File: src/rtl/alu_issue_controller_if.sv
// Issue-stage bus: instruction handshake, arithmetic-unit drive/return, completion report, debug read.
// master = issue controller side, slave = environment (instruction source, arithmetic unit, sink).
interface alu_issue_controller_if #(
    parameter int DATA_W = 16,
    parameter int REG_AW = 3
);
    logic              iInstValid;
    logic              oInstReady;
    logic [1:0]        iInstOp;
    logic [REG_AW-1:0] iInstDst;
    logic [REG_AW-1:0] iInstSrcA;
    logic [REG_AW-1:0] iInstSrcB;
    logic [DATA_W-1:0] iInstImm;

    logic [DATA_W-1:0] oPortA;
    logic [DATA_W-1:0] oPortB;
    logic [1:0]        oOpcode;
    logic [DATA_W-1:0] iAccumulator;
    logic              iCarryflag;
    logic              iZeroflag;

    logic              oDoneValid;
    logic [REG_AW-1:0] oDoneDst;
    logic [DATA_W-1:0] oDoneData;
    logic              oDoneCarry;
    logic              oDoneZero;

    logic [REG_AW-1:0] iDbgAddr;
    logic [DATA_W-1:0] oDbgData;

    modport master (
        input  iInstValid, iInstOp, iInstDst, iInstSrcA, iInstSrcB, iInstImm,
        input  iAccumulator, iCarryflag, iZeroflag, iDbgAddr,
        output oInstReady, oPortA, oPortB, oOpcode,
        output oDoneValid, oDoneDst, oDoneData, oDoneCarry, oDoneZero, oDbgData
    );

    modport slave (
        output iInstValid, iInstOp, iInstDst, iInstSrcA, iInstSrcB, iInstImm,
        output iAccumulator, iCarryflag, iZeroflag, iDbgAddr,
        input  oInstReady, oPortA, oPortB, oOpcode,
        input  oDoneValid, oDoneDst, oDoneData, oDoneCarry, oDoneZero, oDbgData
    );
endinterface

File: src/rtl/alu_issue_controller.sv
// Single-issue front end for the 16-bit arithmetic unit: regfile read, one execute cycle, writeback.
// Latency accept->done 3 cycles (ALU) / 1 cycle (LDI); ready only in IDLE, done pulse has no backpressure.
module alu_issue_controller #(
    parameter int DATA_W = 16,
    parameter int NREG   = 8,
    parameter int REG_AW = 3
) (
    input  logic iClock,
    input  logic iReset,
    alu_issue_controller_if.master bus
);
    localparam logic [1:0] OP_LDI = 2'b00;
    localparam logic [1:0] OP_ADD = 2'b01;

    typedef enum logic [1:0] {IDLE, READ, EXEC, WB} stateE;

    stateE             state;
    stateE             nextState;

    logic [DATA_W-1:0] regFile [NREG];
    logic [REG_AW-1:0] dstReg;
    logic [REG_AW-1:0] srcAReg;
    logic [REG_AW-1:0] srcBReg;
    logic [1:0]        instOpReg;
    logic [1:0]        opcodeReg;
    logic [DATA_W-1:0] operandA;
    logic [DATA_W-1:0] operandB;
    logic [DATA_W-1:0] doneData;
    logic              doneZero;

    always_ff @(posedge iClock or posedge iReset) begin
        if (iReset) begin
            state <= IDLE;
        end else begin
            state <= nextState;
        end
    end

    always_comb begin
        nextState       = state;
        bus.oInstReady  = 1'b0;
        bus.oDoneValid  = 1'b0;
        // Outside EXEC, FFFF + carry reproduces the carry, so the unit's carry flop holds its value.
        bus.oOpcode     = OP_ADD;
        bus.oPortA      = '1;
        bus.oPortB      = {{(DATA_W-1){1'b0}}, bus.iCarryflag};
        case (state)
            IDLE: begin
                bus.oInstReady = 1'b1;
                if (bus.iInstValid) begin
                    nextState = (bus.iInstOp == OP_LDI) ? WB : READ;
                end
            end
            READ: nextState = EXEC;
            EXEC: begin
                nextState   = WB;
                bus.oOpcode = opcodeReg;
                bus.oPortA  = operandA;
                bus.oPortB  = operandB;
            end
            WB: begin
                nextState      = IDLE;
                bus.oDoneValid = 1'b1;
            end
            default: nextState = IDLE;
        endcase
    end

    always_ff @(posedge iClock or posedge iReset) begin
        if (iReset) begin
            for (int i = 0; i < NREG; i++) begin
                regFile[i] <= '0;
            end
            dstReg    <= '0;
            srcAReg   <= '0;
            srcBReg   <= '0;
            instOpReg <= '0;
            opcodeReg <= '0;
            operandA  <= '0;
            operandB  <= '0;
            doneData  <= '0;
            doneZero  <= 1'b0;
        end else begin
            case (state)
                IDLE: begin
                    if (bus.iInstValid) begin
                        dstReg    <= bus.iInstDst;
                        srcAReg   <= bus.iInstSrcA;
                        srcBReg   <= bus.iInstSrcB;
                        instOpReg <= bus.iInstOp;
                        // LDI completes entirely at the accept edge; the arithmetic unit is bypassed.
                        if (bus.iInstOp == OP_LDI) begin
                            regFile[bus.iInstDst] <= bus.iInstImm;
                            doneData              <= bus.iInstImm;
                            doneZero              <= (bus.iInstImm == '0);
                        end
                    end
                end
                READ: begin
                    operandA  <= regFile[srcAReg];
                    operandB  <= regFile[srcBReg];
                    opcodeReg <= instOpReg;
                end
                EXEC: begin
                    regFile[dstReg] <= bus.iAccumulator;
                    doneData        <= bus.iAccumulator;
                    doneZero        <= bus.iZeroflag;
                end
                default: ;
            endcase
        end
    end

    assign bus.oDoneDst   = dstReg;
    assign bus.oDoneData  = doneData;
    assign bus.oDoneZero  = doneZero;
    assign bus.oDoneCarry = bus.iCarryflag;
    assign bus.oDbgData   = regFile[bus.iDbgAddr];
endmodule

File: src/flat_wrapper.sv
// flat-port wrapper written by rule: the top's interface ports become plain ports
module alu_issue_controller_flat 
#(
    parameter int DATA_W = 16,
    parameter int NREG   = 8,
    parameter int REG_AW = 3
)
  (iClock, iReset, bus_iInstValid, bus_iInstOp, bus_iInstDst, bus_iInstSrcA, bus_iInstSrcB, bus_iInstImm, bus_iAccumulator, bus_iCarryflag, bus_iZeroflag, bus_iDbgAddr, bus_oInstReady, bus_oPortA, bus_oPortB, bus_oOpcode, bus_oDoneValid, bus_oDoneDst, bus_oDoneData, bus_oDoneCarry, bus_oDoneZero, bus_oDbgData);
  alu_issue_controller_if #(.DATA_W(DATA_W), .REG_AW(REG_AW)) bus_i ();
  input  logic iClock;
  input  logic iReset;
  input wire logic [$bits(bus_i.iInstValid)-1:0] bus_iInstValid;
  input wire logic [$bits(bus_i.iInstOp)-1:0] bus_iInstOp;
  input wire logic [$bits(bus_i.iInstDst)-1:0] bus_iInstDst;
  input wire logic [$bits(bus_i.iInstSrcA)-1:0] bus_iInstSrcA;
  input wire logic [$bits(bus_i.iInstSrcB)-1:0] bus_iInstSrcB;
  input wire logic [$bits(bus_i.iInstImm)-1:0] bus_iInstImm;
  input wire logic [$bits(bus_i.iAccumulator)-1:0] bus_iAccumulator;
  input wire logic [$bits(bus_i.iCarryflag)-1:0] bus_iCarryflag;
  input wire logic [$bits(bus_i.iZeroflag)-1:0] bus_iZeroflag;
  input wire logic [$bits(bus_i.iDbgAddr)-1:0] bus_iDbgAddr;
  output wire logic [$bits(bus_i.oInstReady)-1:0] bus_oInstReady;
  output wire logic [$bits(bus_i.oPortA)-1:0] bus_oPortA;
  output wire logic [$bits(bus_i.oPortB)-1:0] bus_oPortB;
  output wire logic [$bits(bus_i.oOpcode)-1:0] bus_oOpcode;
  output wire logic [$bits(bus_i.oDoneValid)-1:0] bus_oDoneValid;
  output wire logic [$bits(bus_i.oDoneDst)-1:0] bus_oDoneDst;
  output wire logic [$bits(bus_i.oDoneData)-1:0] bus_oDoneData;
  output wire logic [$bits(bus_i.oDoneCarry)-1:0] bus_oDoneCarry;
  output wire logic [$bits(bus_i.oDoneZero)-1:0] bus_oDoneZero;
  output wire logic [$bits(bus_i.oDbgData)-1:0] bus_oDbgData;
  assign bus_i.iInstValid = bus_iInstValid;
  assign bus_i.iInstOp = bus_iInstOp;
  assign bus_i.iInstDst = bus_iInstDst;
  assign bus_i.iInstSrcA = bus_iInstSrcA;
  assign bus_i.iInstSrcB = bus_iInstSrcB;
  assign bus_i.iInstImm = bus_iInstImm;
  assign bus_i.iAccumulator = bus_iAccumulator;
  assign bus_i.iCarryflag = bus_iCarryflag;
  assign bus_i.iZeroflag = bus_iZeroflag;
  assign bus_i.iDbgAddr = bus_iDbgAddr;
  assign bus_oInstReady = bus_i.oInstReady;
  assign bus_oPortA = bus_i.oPortA;
  assign bus_oPortB = bus_i.oPortB;
  assign bus_oOpcode = bus_i.oOpcode;
  assign bus_oDoneValid = bus_i.oDoneValid;
  assign bus_oDoneDst = bus_i.oDoneDst;
  assign bus_oDoneData = bus_i.oDoneData;
  assign bus_oDoneCarry = bus_i.oDoneCarry;
  assign bus_oDoneZero = bus_i.oDoneZero;
  assign bus_oDbgData = bus_i.oDbgData;
  alu_issue_controller #(.DATA_W(DATA_W), .NREG(NREG), .REG_AW(REG_AW)) u_core (.iClock(iClock), .iReset(iReset), .bus(bus_i));
endmodule
File: config.mk
export PLATFORM = sky130hd
export DESIGN_NAME = alu_issue_controller_flat
export DESIGN_NICKNAME = d
export VERILOG_FILES = /design/src/rtl/alu_issue_controller_if.sv /design/src/rtl/alu_issue_controller.sv /design/src/flat_wrapper.sv
export SDC_FILE = /design/constraint.sdc
export NUM_CORES = 1
export LEC_CHECK = 0
export BUFFER_PORTS_ARGS = -buffer_cell sky130_fd_sc_hd__buf_2
export CORE_MARGIN = 3
export CORE_UTILIZATION = 42
export CTS_CLUSTER_DIAMETER = 120
export CTS_CLUSTER_SIZE = 12
export DETAILED_ROUTE_END_ITERATION = 8
export PLACE_DENSITY_LB_ADDON = 0.12
export SLEW_MARGIN = 40
export SYNTH_ARGS = -nofsm -noshare
export SYNTH_HDL_FRONTEND = slang
export SYNTH_SLANG_ARGS = --single-unit
File: constraint.sdc
create_clock -name iClock -period 11.8 [get_ports iClock]
set_clock_uncertainty 0.2 [all_clocks]
set_input_delay 1.18 -clock iClock [delete_from_list [all_inputs] [get_ports iClock]]
set_output_delay 1.18 -clock iClock [all_outputs]
set_load 0.02 [all_outputs]
**Word-level counts from Yosys, hierarchy flattened**

Index checks and enable logic that the tools add are counted.

- Bits in registers: 192

- $lt $le $gt $ge: 7
- Reductions and logical operators: 8
- Equal/unequal tests: 5
- Multiplexer cells: 32
- Bitwise gates (word level): 5

Operators by type and width:

| kind | count |
|---|---|
| bitwise mux 128 bit | 2 |
| two-way mux 128 bit | 2 |
| one-hot mux 128 bit (2 select lines) | 1 |
| two-way mux 16 bit | 12 |
| binary-select mux 16 bit (select 3 bit) | 3 |
| demux 16 bit (select 3 bit) | 2 |
| one-hot mux 16 bit (2 select lines) | 1 |
| greater-or-equal comparator 4 bit, second input constant | 5 |
| inverter 3 -> 4 bit | 5 |
| zero test 16 bit | 1 |
| < comparator 4 x 1 -> 1 bit, second input constant | 2 |
| one-hot mux 2 bit (4 select lines) | 1 |
| two-way mux 2 bit | 3 |
| == test 2 bit, second input constant | 2 |
| zero test 2 bit | 2 |
| two-way mux 1 bit | 4 |
| AND reduction 3 bit | 1 |
| == test 2 x 1 -> 1 bit, second input constant | 1 |
| logical AND 1 bit | 2 |
| != test 2 x 1 -> 1 bit, second input constant | 1 |
| != test 2 bit, second input constant | 1 |
| one-hot mux 1 bit (2 select lines) | 1 |
| AND reduction 2 bit | 1 |
| nonzero test 2 bit | 1 |

**Longest topological paths before layout**

Gate-level depths: netlist of the first run.

- Word-level depth: 9
- Depth in mapped cells: 9
- Depth with buffers taken out: 6

**Worst setup path after synthesis of the first run**

Ideal clock, no wire load.

- Path kind: input to output
- From: input port bus_iDbgAddr[0]
- To: output port bus_oDbgData[0]
- Data required time: 10420 ps
- Arrival: 2453 ps
- Cell stages on the path: 4
- Path slack: 7967 ps
- Cell sequence: buf_2 buf_2 mux4_2 mux2_2

- Word-level cells in the longest chain between the ends: 4

RTL lines:

| item | RTL line | source |
|---|---|---|
| start, declared | flat_wrapper.sv:21 | `input wire logic [$bits(bus_i.iDbgAddr)-1:0] bus_iDbgAddr;` |
| inverter 3 -> 4 bit (implied by the code) | alu_issue_controller.sv:118 | `assign bus.oDbgData = regFile[bus.iDbgAddr];` |
| binary-select mux 16 bit (select 3 bit) | alu_issue_controller.sv:118 |  |
| two-way mux 16 bit (implied by the code) (2 in series) | alu_issue_controller.sv:118 |  |
| end, declared | flat_wrapper.sv:31 | `output wire logic [$bits(bus_i.oDbgData)-1:0] bus_oDbgData;` |

No other way between the ends. The select of a mux whose other input is x is not followed.

**Worst setup path in the final report of the first run**

- From: input port bus_iDbgAddr[0]
- To: output port bus_oDbgData[1]

The elaborated chain is that of the path after synthesis.

==> results of run 1 <==
[stage by stage]
stage / cells / hold slack (ns) / worst slack [ns] / instance area, sq um
global placement: 1489 / 0.2830 / 7.466 / 12520
finish: 1542 / 0.3048 / 7.511 / 13380
floorplan: 1117 / 0.2716 / 5.193 / 11840
CTS: 1542 / 0.3063 / 7.493 / 13360
global route: 1542 / 0.3368 / 7.415 / 13380
detailed placement: 1510 / 0.2894 / 7.504 / 12810
[area by class of cell]
class	instances	area (sq um)
clock buffers	18	429.2
multi-input cells	785	6544
flip-flops and latches	192	4807
fillers	2572	13940
inverters	3	27.53
well taps	372	465.4
clock inverters	14	121.4
repair buffers	158	987.2
[path summary, 6_finish.rpt]
kind | startpoint | endpoint | slack (ns) | cells after the start
min in group asynchronous | iReset | u_core.operandA[14]$_DFFE_PP0N_ | 0.61 | 2
max | bus_iDbgAddr[0] | bus_oDbgData[1] | 7.51 | 5
max reg2reg | u_core.state[0]$_DFFE_PP0P_ | u_core.regFile[15]$_DFFE_PP0P_ | 8.33 | 8
min | u_core.opcodeReg[1]$_DFFE_PP0N_ | u_core.opcodeReg[1]$_DFFE_PP0N_ | 0.30 | 1
max in group asynchronous | iReset | u_core.regFile[85]$_DFFE_PP0P_ | 9.62 | 3
min reg2reg | u_core.opcodeReg[1]$_DFFE_PP0N_ | u_core.opcodeReg[1]$_DFFE_PP0N_ | 0.30 | 1
[metal layers]
metal / vias up / global-route usage [%] / wire length (um)
met1: 4766 / 39.13 / 17920
li1: 4230 / - / -
met3: 33 / 6.400 / 3476
met5: - / 0 / 0
met2: 465 / 35.99 / 16340
met4: 0 / 5.496 / 456
[registers in the layout (all words and copies together), names as in the netlist, 3 cells and up]
name                  count
u_core.regFile          128
u_core.bus.oDoneData     16
u_core.operandA          16
u_core.operandB          16
u_core.bus.oDoneDst       3
u_core.srcAReg            3
u_core.srcBReg            3
[Yosys cell counts (4+ instances only)]
master and n:
sky130_fd_sc_hd__a21oi_1 64, sky130_fd_sc_hd__a22oi_1 128, sky130_fd_sc_hd__and2_1 32, sky130_fd_sc_hd__and3b_1 4, sky130_fd_sc_hd__and4b_1 4, sky130_fd_sc_hd__buf_2 61, sky130_fd_sc_hd__buf_4 20, sky130_fd_sc_hd__clkbuf_1 47
sky130_fd_sc_hd__clkbuf_2 7, sky130_fd_sc_hd__dfrtp_1 192, sky130_fd_sc_hd__ha_1 5, sky130_fd_sc_hd__mux2_2 30, sky130_fd_sc_hd__mux2i_1 32, sky130_fd_sc_hd__mux4_2 96, sky130_fd_sc_hd__nand2_1 116, sky130_fd_sc_hd__nand2b_1 18
sky130_fd_sc_hd__nor2_1 84, sky130_fd_sc_hd__nor2b_1 18, sky130_fd_sc_hd__nor3b_2 6, sky130_fd_sc_hd__nor4_1 4, sky130_fd_sc_hd__nor4b_1 4, sky130_fd_sc_hd__nor4bb_1 5, sky130_fd_sc_hd__o21ai_0 88, sky130_fd_sc_hd__o21ai_1 28
sky130_fd_sc_hd__o221ai_1 7
[logic make-up (layout without fill, tap and decap cells)]
family	count (synthesis)	after routing
AND/OR/NAND/NOR	304	304
buffers and inverters	140	193
multiplexers	158	158
adder cells (fa/ha/maj)	5	5
flip-flops	192	192
AO/OA/AOI/OAI	318	318
[placed cells by master, fill, tap and decap left out, types with 14 or more instances in the layout]
master	Yosys	routed
sky130_fd_sc_hd__buf_4	20	20
sky130_fd_sc_hd__clkbuf_16	0	17
sky130_fd_sc_hd__o21ai_1	28	28
sky130_fd_sc_hd__a22oi_1	128	128
sky130_fd_sc_hd__and2_1	32	32
sky130_fd_sc_hd__mux2_2	30	30
sky130_fd_sc_hd__dfrtp_1	192	190
sky130_fd_sc_hd__nand2b_1	18	17
sky130_fd_sc_hd__mux2i_1	32	32
sky130_fd_sc_hd__nor2b_1	18	14
sky130_fd_sc_hd__nor2_1	84	82
sky130_fd_sc_hd__a21oi_1	64	64
sky130_fd_sc_hd__nand2_1	116	116
sky130_fd_sc_hd__o21ai_0	88	88
sky130_fd_sc_hd__buf_2	61	122
sky130_fd_sc_hd__mux4_2	96	96
[power by group through the flow]
stage / clock, uW / sequential [uW] / combinational (uW)
5_1_grt: 602 / 1200 / 1730
2_1_floorplan: 0 / 1100 / 1160
6_report: 566 / 1160 / 1590
3_5_place_dp: 0 / 1170 / 1580
3_3_place_gp: 0 / 1170 / 1530
4_1_cts: 573 / 1160 / 1590
==> parameters.txt, run 1 <==
Parameter                              Value

Routing
  TritonRoute pass-1 iters    7
  # DRC    0
  Routed wire length per instance    24.77 um
  Wire length reported by the detailed router    38.20 mm
  Number of nets still failing antenna checks after routing    0
  Average via count per standard cell    6.157
  Starting DRC count in detailed routing    1,048
  Detailed-route via count    9,494

STA
  Setup repair after global routing missed its margin    no
  Number of hold-slack violations in the final timing report    0
  Max Fclk    0.2331 GHz
  Fin. max-slew vios    0
  Final min period    4.289 ns
  Transition time of the tightest slew-check pin    0.8574 ns
  Relative slew slack    42.72%
  Count of final setup violators    0
  Setup TNS    0 ns
  Final cycle utilization of the critical path    36.35%

Critical path
  Crit path capture type    output port
  Required time worst endpoint    10.42 ns
  Peak per-stage delay on the critical path    0.59 ns
  Crit path max-delay family    multiplexers
  Total buffers and inverters traversed by the critical path    3
  Worst Setup Start Kind    input pin
  Worst Path Arrival    2.91 ns
  Cell chain of the critical path    buf_2 > buf_4 > mux4_2 > mux2_2 > buf_2
  Max FO, Critical Path    32
  Most frequent CP cell    sky130_fd_sc_hd__buf_2
  CP Class    in -> out
  Max stage delay cell, worst path    sky130_fd_sc_hd__mux4_2

Clocking
  Clock-pin slew reported for the worst setup and hold paths after clock tree synthesis    0.07 ns
  CTS max path bufs    2
  Number of buffers added by the clock tree synthesis step    17
  Number of instances resized during post-cts repair    0
  Count of clock tree sinks    192
  TritonCTS clock tree    yes
  Post-CTS setup-driven buffer insertion count    0
  Hold buffers post-CTS    0
  H-tree depth reported by CTS    4
  Later-pin clock latency in the skew report    0.44 ns
  Clock tree root driver cell    sky130_fd_sc_hd__clkbuf_16

Pwr
  Net switching fraction of the power    44.27%
  Post-layout total power    3321 uW
  PwrDens    248.2 nW/um^2
  Leakage    0.005368 uW
  Clock network fraction of design power    17.0%
  Portion of total power attributed to combinational logic    47.9%
  Internal power component    1851 uW
  Power dissipated by switching net loads    1470 uW
  Register share of total power    35.1%
  Peak supply drop    0.1039 mV

Outcome
  Result of the run    finished, final reports clean

Placement
  Count of input and output buffers    123
  HPWL after DPL    25.61 mm
  Final weighted congestion of routability-driven global placement    0.8082

Global routing
  Initial antenna violation count    0
  GR Overflow Total    0
  Global-route wire length before repair    58.71 mm
  Largest net degree at the start of global routing    148
  Vias in the first global route    9,066
  GRT Total Usage    25.32%

Worst hold path
  Kind of path behind the tightest hold check    reg -> reg

Logic synthesis
  Combined area of all synthesized cells    11,840 sq um
  Post-synthesis share of cell area spent on and, or, nand and nor gates    12.86%
  Count of cell types in the netlist    37
  Post-synthesis mux area share    23.81%
  Adder and majority gate portion of the synthesized area    0.5282%
  Fraction of the yosys area taken by sequential cells    40.57%
  Instance count of the mapped netlist    1,117
  Leading cell types by total area after synthesis    sky130_fd_sc_hd__dfrtp_1 41%, sky130_fd_sc_hd__mux4_2 18%, sky130_fd_sc_hd__a22oi_1 8.1%
  Post-Synthesis Net Count    1,173
  Primary FF master, synth    sky130_fd_sc_hd__dfrtp_1
  Fraction of registers with async set or reset after synthesis    100.0%
  Post-Synth XOR/XNOR Area    0%
  Avg Synthesized Cell Area    10.60 sq um
  Number of synthesized flops with an enable pin    0
  Leading area contributor after synthesis    sky130_fd_sc_hd__dfrtp_1
  Number of synthesis warnings    0
  Synthesis-stage register bit count    192
  Fraction of synthesized cell area taken by the top area cell type    40.57%
  Main combinational cell family by area after synthesis    multiplexers
  Compound-gate portion of the synthesized area    16.45%

Floorplan
  Die height    173.9 um
  Site row count    60
  Standard cell core area    27,330 sq um
  Overall die area    30,250 sq um
  Initial standard-cell utilization of the core    43.34%
  X dimension of the die    173.9 um
  Ports placed on the boundary    124

Cells and area
  Final core utilization    48.97%
  Total Nets Final    1,213
  Ratio of cells with drive above 1 in the final layout    30.09%
  Diode insertion count for antenna repair    0
  Growth of design area from synthesis to finish    12.98%

Flow run
  Maximum capacitance violations    0
Note: power is estimated with default switching activity, not from simulation.
==> run 2, diff against run 1 <==
ABC_AREA = 1   (was default)
clock period = 4.05 ns   (was 11.8 ns; I/O delays follow)
==> run 2 against run 1 <==
  * Sequential share of layout area fell by 1.8 points
  * Core utilization fell by 1.7 points
  * Worst hold slack got worse by 0.29 ns
  * Largest power group unchanged
  * Final area rose by 5.2%
  * Critical path type is now reg -> reg
  * Combinational power rose to 4.3 times the previous value
==> parameters.txt, run 2 <==
Parameter                              Value

Outcome
  Result of the run    finished, final reports clean

STA
  Count of final setup violators    0
  Number of hold-slack violations in the final timing report    0
  Worst Hold Slack    0.01344 ns
  Smallest setup slack after layout    1.243 ns
  Max Fclk    0.3562 GHz
  Relative slew slack    46.15%
  Setup TNS    0 ns
  Final min period    2.807 ns
  Transition time of the tightest slew-check pin    0.8077 ns
  Final cycle utilization of the critical path    69.32%
  Fin. max-slew vios    0
  Setup repair after global routing missed its margin    no

Logic synthesis
  Count of cell types in the netlist    28
  Primary FF master, synth    sky130_fd_sc_hd__dfrtp_1
  Combined area of all synthesized cells    12,770 sq um
  Top cells by instance count after synthesis    840 x sky130_fd_sc_hd__nand2_1, 246 x sky130_fd_sc_hd__nand3_1, 192 x sky130_fd_sc_hd__dfrtp_1, 163 x sky130_fd_sc_hd__inv_1, 129 x sky130_fd_sc_hd__o22ai_1
  Leading area contributor after synthesis    sky130_fd_sc_hd__dfrtp_1
  Post-Synth XOR/XNOR Area    0%
  Number of synthesis warnings    0
  Post-synthesis mux area share    0.1763%
  Adder and majority gate portion of the synthesized area    0.4898%
  Dominant cell by count in the synthesized netlist    sky130_fd_sc_hd__nand2_1
  Instance count of the mapped netlist    1,960
  Synthesis-stage register bit count    192
  Number of synthesized flops with an enable pin    0
  Post-Synthesis Net Count    2,016
  Post-synthesis share of cell area spent on and, or, nand and nor gates    38.49%
  Fraction of the yosys area taken by sequential cells    37.62%
  Leading cell types by total area after synthesis    sky130_fd_sc_hd__dfrtp_1 38%, sky130_fd_sc_hd__nand2_1 25%, sky130_fd_sc_hd__nand3_1 9.6%
  Fraction of synthesized cell area taken by the top area cell type    37.62%
  Main combinational cell family by area after synthesis    simple AND/OR/NAND/NOR gates
  Compound-gate portion of the synthesized area    13.45%
  Fraction of registers with async set or reset after synthesis    100.0%
  Avg Synthesized Cell Area    6.516 sq um

Routing
  Wire length reported by the detailed router    50.04 mm
  TritonRoute pass-1 iters    7
  Routed wire length per instance    20.90 um
  Starting DRC count in detailed routing    1,676
  Average via count per standard cell    5.701
  Number of nets still failing antenna checks after routing    0
  # DRC    0
  Detailed-route via count    13,650

Critical path
  Required time worst endpoint    4.18 ns
  Worst Setup Start Kind    flop
  Max FO, Critical Path    42
  Worst Path Arrival    2.94 ns
  CP Class    reg -> reg
  Crit path capture type    flop

Floorplan
  Initial standard-cell utilization of the core    42.87%
  Overall die area    32,540 sq um
  Ports placed on the boundary    124
  Standard cell core area    29,800 sq um
  Die height    180.4 um
  X dimension of the die    180.4 um
  Site row count    63

Clocking
  Clock tree root driver cell    sky130_fd_sc_hd__clkbuf_16
  Number of buffers added by the clock tree synthesis step    17
  CTS max path bufs    2
  Number of instances resized during post-cts repair    0
  Later-pin clock latency in the skew report    0.45 ns
  H-tree depth reported by CTS    4
  TritonCTS clock tree    yes
  Count of clock tree sinks    192
  Clock-pin slew reported for the worst setup and hold paths after clock tree synthesis    0.08 ns

Flow run
  Maximum capacitance violations    0

Placement
  HPWL after DPL    34.82 mm
  Worst setup slack after placement    1.241 ns
  Number of placed instances with taps included    2,361
  Count of input and output buffers    123
  Final weighted congestion of routability-driven global placement    0.9313

Cells and area
  Total area of multi-input combinational cells    6721 sq um
  Max FFs per register    128
  Total Nets Final    2,047
  Largest register by flop count    u_core.regFile
  Fill cell count    3,230
  Final Non-Filler Cells    2,394
  Diode insertion count for antenna repair    0
  Ratio of cells with drive above 1 in the final layout    12.03%
  Growth of design area from synthesis to finish    10.24%
  Commonest non-fill, non-tap cell in the layout    sky130_fd_sc_hd__nand2_1
  Commonest cells after routing, fill and taps aside    840 x sky130_fd_sc_hd__nand2_1, 246 x sky130_fd_sc_hd__nand3_1, 190 x sky130_fd_sc_hd__dfrtp_1
  FF+latch area    4807 sq um

Pwr
  Post-layout total power    12,000 uW
  Peak supply drop    0.3521 mV
  PwrDens    852.6 nW/um^2
  Leakage    0.007375 uW

Global routing
  Vias in the first global route    12,370
  GRT Total Usage    30.22%
  GR Overflow Total    0
  Initial antenna violation count    0
  Largest net degree at the start of global routing    88
  Global-route wire length before repair    76.82 mm

Worst hold path
  Kind of path behind the tightest hold check    in -> reg
run 2: cell count changes after synthesis, sizes merged, moves of 53 or more:
cell	change
o22ai	+129
nor2	-53
a22oi	-128
nand2	+735
nand3	+257
mux4	-96
inv	+163
run 2: power by group:
part           total [uW]  internal [uW]  leakage (uW)  switching (uW)
Sequential           3410           2730       0.00253             679
Clock                1780            934      0.000288             844
Combinational        6810           1960       0.00456            4860
run 2: cell type report:
cell class / count / area share, %
multi-input cells: 1467 / 47.74
flip-flops and latches: 192 / 34.14
repair buffers: 145 / 5.830
inverters: 168 / 4.559
well taps: 390 / 3.466
clock buffers: 18 / 3.048
clock inverters: 14 / 1.217
run 2: logic make-up after synthesis:
family / Yosys count
AND/OR/NAND/NOR: 1157
AO/OA/AOI/OAI: 303
adder cells (fa/ha/maj): 5
flip-flops: 192
buffers and inverters: 301
multiplexers: 2
run 2: timing repair:
action / CTS / global route
endpoints found under the hold margin: 12 / 0
setup buffers: 0 / 0
hold buffers: 1 / 0
endpoints found under the setup margin: 0 / 0
run 2: metal layers:
metal  vias up  track usage (%)  wire length, um
li1       6400                -                -
met1      6454            48.30            23270
met2       741            43.03            21020
met3        54            4.683             4986
met4         0            5.956              766
met5         -                0                0
run 2: metrics by stage:
stage	utilization, %	area [sq um]
final	47.25	14080
after global routing	47.25	14080
after CTS	47.25	14080
after detailed placement	45.20	13470
after global placement	45.19	13460
after floorplan	-	12780
run 2: path summary, 6_finish.rpt:
check,start,end,slack [ns],cells past startpoint
max in group asynchronous,iReset,u_core.regFile[74]$_DFFE_PP0P_,2.53,4
min reg2reg,u_core.instOpReg[1]$_DFFE_PP0P_,u_core.opcodeReg[1]$_DFFE_PP0N_,0.27,2
min,bus_iInstSrcA[0],u_core.srcAReg[0]$_DFFE_PP0P_,0.01,3
min in group asynchronous,iReset,u_core.operandB[4]$_DFFE_PP0N_,0.31,3
max,u_core.state[0]$_DFFE_PP0P_,u_core.regFile[50]$_DFFE_PP0P_,1.24,9
max reg2reg,u_core.state[0]$_DFFE_PP0P_,u_core.regFile[50]$_DFFE_PP0P_,1.24,9
run 2: critical path: stages (launching register included):
cell and delay (ns):
sky130_fd_sc_hd__dfrtp_1 0.40, sky130_fd_sc_hd__inv_1 0.13, sky130_fd_sc_hd__ha_2 0.22, sky130_fd_sc_hd__inv_4 0.17, sky130_fd_sc_hd__nand2_4 0.13, sky130_fd_sc_hd__nand2_2 0.07, sky130_fd_sc_hd__nor2_4 0.38, sky130_fd_sc_hd__nand3_1 0.65
sky130_fd_sc_hd__nand2_1 0.25, sky130_fd_sc_hd__nand2_1 0.07
==> run 3, diff against run 2 <==
clock period = 2.6 ns   (was 4.05 ns; I/O delays follow)
==> run 3 against run 2 <==
  * Worst setup slack worse by 1.1 ns
  * Via count up 1.1%
  * Clock power up 62%
  * Global-route usage down 0.26 points
  * Final area up 2.8%
  * Critical path depth down 3
  * Critical path type is now reg -> out
  * Highest routed layer unchanged
==> parameters.txt, run 3 (same netlist as run 2, synthesis figures left out) <==
Parameter                              Value

Outcome
  Result of the run    finished, final reports clean

STA
  Number of hold-slack violations in the final timing report    0
  Max Fclk    0.4017 GHz
  Transition time of the tightest slew-check pin    0.7600 ns
  Final min period    2.490 ns
  Relative slew slack    49.02%
  Count of final setup violators    0
  Fin. max-slew vios    0
  Setup repair after global routing missed its margin    no
  Final cycle utilization of the critical path    95.76%

Cells and area
  Ratio of cells with drive above 1 in the final layout    12.92%
  Fill cell count    3,126
  Commonest cells after routing, fill and taps aside    840 x sky130_fd_sc_hd__nand2_1, 246 x sky130_fd_sc_hd__nand3_1, 190 x sky130_fd_sc_hd__dfrtp_1
  Largest register by flop count    u_core.regFile
  Growth of design area from synthesis to finish    13.27%
  Total Nets Final    2,086
  Final Non-Filler Cells    2,434
  Max FFs per register    128
  Commonest non-fill, non-tap cell in the layout    sky130_fd_sc_hd__nand2_1

Global routing
  Vias in the first global route    12,680
  GRT Total Usage    29.96%
  Initial antenna violation count    0
  GR Overflow Total    0
  Global-route wire length before repair    77.00 mm
  Largest net degree at the start of global routing    80

Pwr
  Peak supply drop    0.9496 mV
  PwrDens    1313 nW/um^2
  Leakage    0.007587 uW
  Post-layout total power    18,990 uW

Critical path
  Origin of the critical flop-to-flop path    u_core.state[0]$_DFFE_PP0P_
  Crit path capture type    output port
  R2R depth    8
  Cell chain of the critical path    inv_1 > ha_2 > inv_4 > buf_6 > or2_2 > buf_2
  Register-to-register setup slack    0.20 ns
  Worst Path Arrival    2.03 ns
  CP Class    reg -> out
  Max stage delay cell, worst path    sky130_fd_sc_hd__dfrtp_1
  Required time worst endpoint    2.14 ns
  Peak per-stage delay on the critical path    0.40 ns
  Worst Setup Start Kind    flop
  Endpoint of the worst register-to-register path    u_core.bus.oDoneZero$_DFFE_PP0P_
  Max FO, Critical Path    25

Placement
  Final weighted congestion of routability-driven global placement    0.9120
  Number of placed instances with taps included    2,388
  Count of input and output buffers    123
  HPWL after DPL    34.67 mm

Routing
  Wire length reported by the detailed router    49.73 mm
  Number of nets still failing antenna checks after routing    0
  # DRC    0
  Average via count per standard cell    5.670
  TritonRoute pass-1 iters    6
  Starting DRC count in detailed routing    1,915
  Detailed-route via count    13,800
  Routed wire length per instance    20.43 um

Clocking
  Count of clock tree sinks    192
  H-tree depth reported by CTS    4
  Number of buffers added by the clock tree synthesis step    17
  Clock tree root driver cell    sky130_fd_sc_hd__clkbuf_16
  Post-CTS setup-driven buffer insertion count    0
  TritonCTS clock tree    yes
  Later-pin clock latency in the skew report    0.45 ns
  CTS max path bufs    2
  Clock-pin slew reported for the worst setup and hold paths after clock tree synthesis    0.07 ns

Worst hold path
  Kind of path behind the tightest hold check    in -> reg
  Cell count of the worst hold path    3
  Start point of the worst hold path    bus_iInstDst[2]
  Hold EP    u_core.bus.oDoneDst[2]$_DFFE_PP0P_

Flow run
  Maximum capacitance violations    0

Floorplan
  Ports placed on the boundary    124
  Initial standard-cell utilization of the core    42.87%
  Die height    180.4 um
  Standard cell core area    29,800 sq um
  Overall die area    32,540 sq um
  Site row count    63
  X dimension of the die    180.4 um
run 3: per-layer routing:
layer / global-route usage [%] / up-vias / wire length [um]
met5: 0 / - / 0
met3: 6.439 / 73 / 5427
met2: 41.76 / 763 / 20100
met4: 8.136 / 0 / 1122
li1: - / 6472 / -
met1: 46.63 / 6492 / 23090
run 3: through the flow:
step | setup TNS [ns] | hold WS, ns | cell area [sq um] | utilization, % | worst slack (ns)
after global routing | 0 | 0.05273 | 14470 | 48.55 | 0.02992
after detailed placement | 0 | -0.02536 | 13700 | 45.99 | 0.2438
after global placement | 0 | -0.02224 | 13700 | 45.99 | 0.3038
after CTS | 0 | 0.02707 | 14460 | 48.53 | 0.04938
final | 0 | 0.03800 | 14470 | 48.56 | 0.1104
after floorplan | -64.60 | 0.2106 | 12780 | - | -0.3364
run 3: worst max-delay path by stage:
| stage | startpoint | endpoint | slack [ns] | cells after the start |
|---|---|---|---|---|
| floorplan | iReset | u_core.bus.oDoneData[0]$_DFFE_PP0P_ | -0.34 | 1 |
| global placement | u_core.state[0]$_DFFE_PP0P_ | u_core.regFile[113]$_DFFE_PP0P_ | 0.30 | 10 |
| detailed placement | u_core.state[0]$_DFFE_PP0P_ | u_core.regFile[87]$_DFFE_PP0P_ | 0.24 | 10 |
| CTS | u_core.state[0]$_DFFE_PP0P_ | bus_oPortA[5] | 0.05 | 6 |
| global route | u_core.state[0]$_DFFE_PP0P_ | bus_oPortA[6] | 0.03 | 6 |
| finish | u_core.state[0]$_DFFE_PP0P_ | bus_oPortA[5] | 0.11 | 6 |
run 3: where the power goes:
group	total, uW	switching (uW)	internal (uW)
Clock	2890	1240	1650
Sequential	5300	1040	4260
Combinational	10800	7530	3270
run 3: final cells by class:
class | count | area, sq um | share of cell area (%)
well taps | 390 | 488.0 | 3.373
repair buffers | 184 | 1185 | 8.190
inverters | 168 | 636.9 | 4.402
diodes | 1 | 2.502 | 0.01730
clock buffers | 20 | 446.7 | 3.087
clock inverters | 12 | 180.2 | 1.245
multi-input cells | 1467 | 6721 | 46.46
flip-flops and latches | 192 | 4807 | 33.23
run 3: repair_timing:
action / 4_1_cts / 5_1_grt
resized for setup: 0 / 1
hold buffers: 13 / 0
endpoints found under the setup margin: 0 / 13
endpoints found under the hold margin: 202 / 0
run 3: worst max-delay path: cells and delay by family, from the launching register on:
family,cells,cell delay [ns]
buf+inv,4,0.62
flops,1,0.40
simple gates,1,0.29
fa+ha+maj,1,0.26
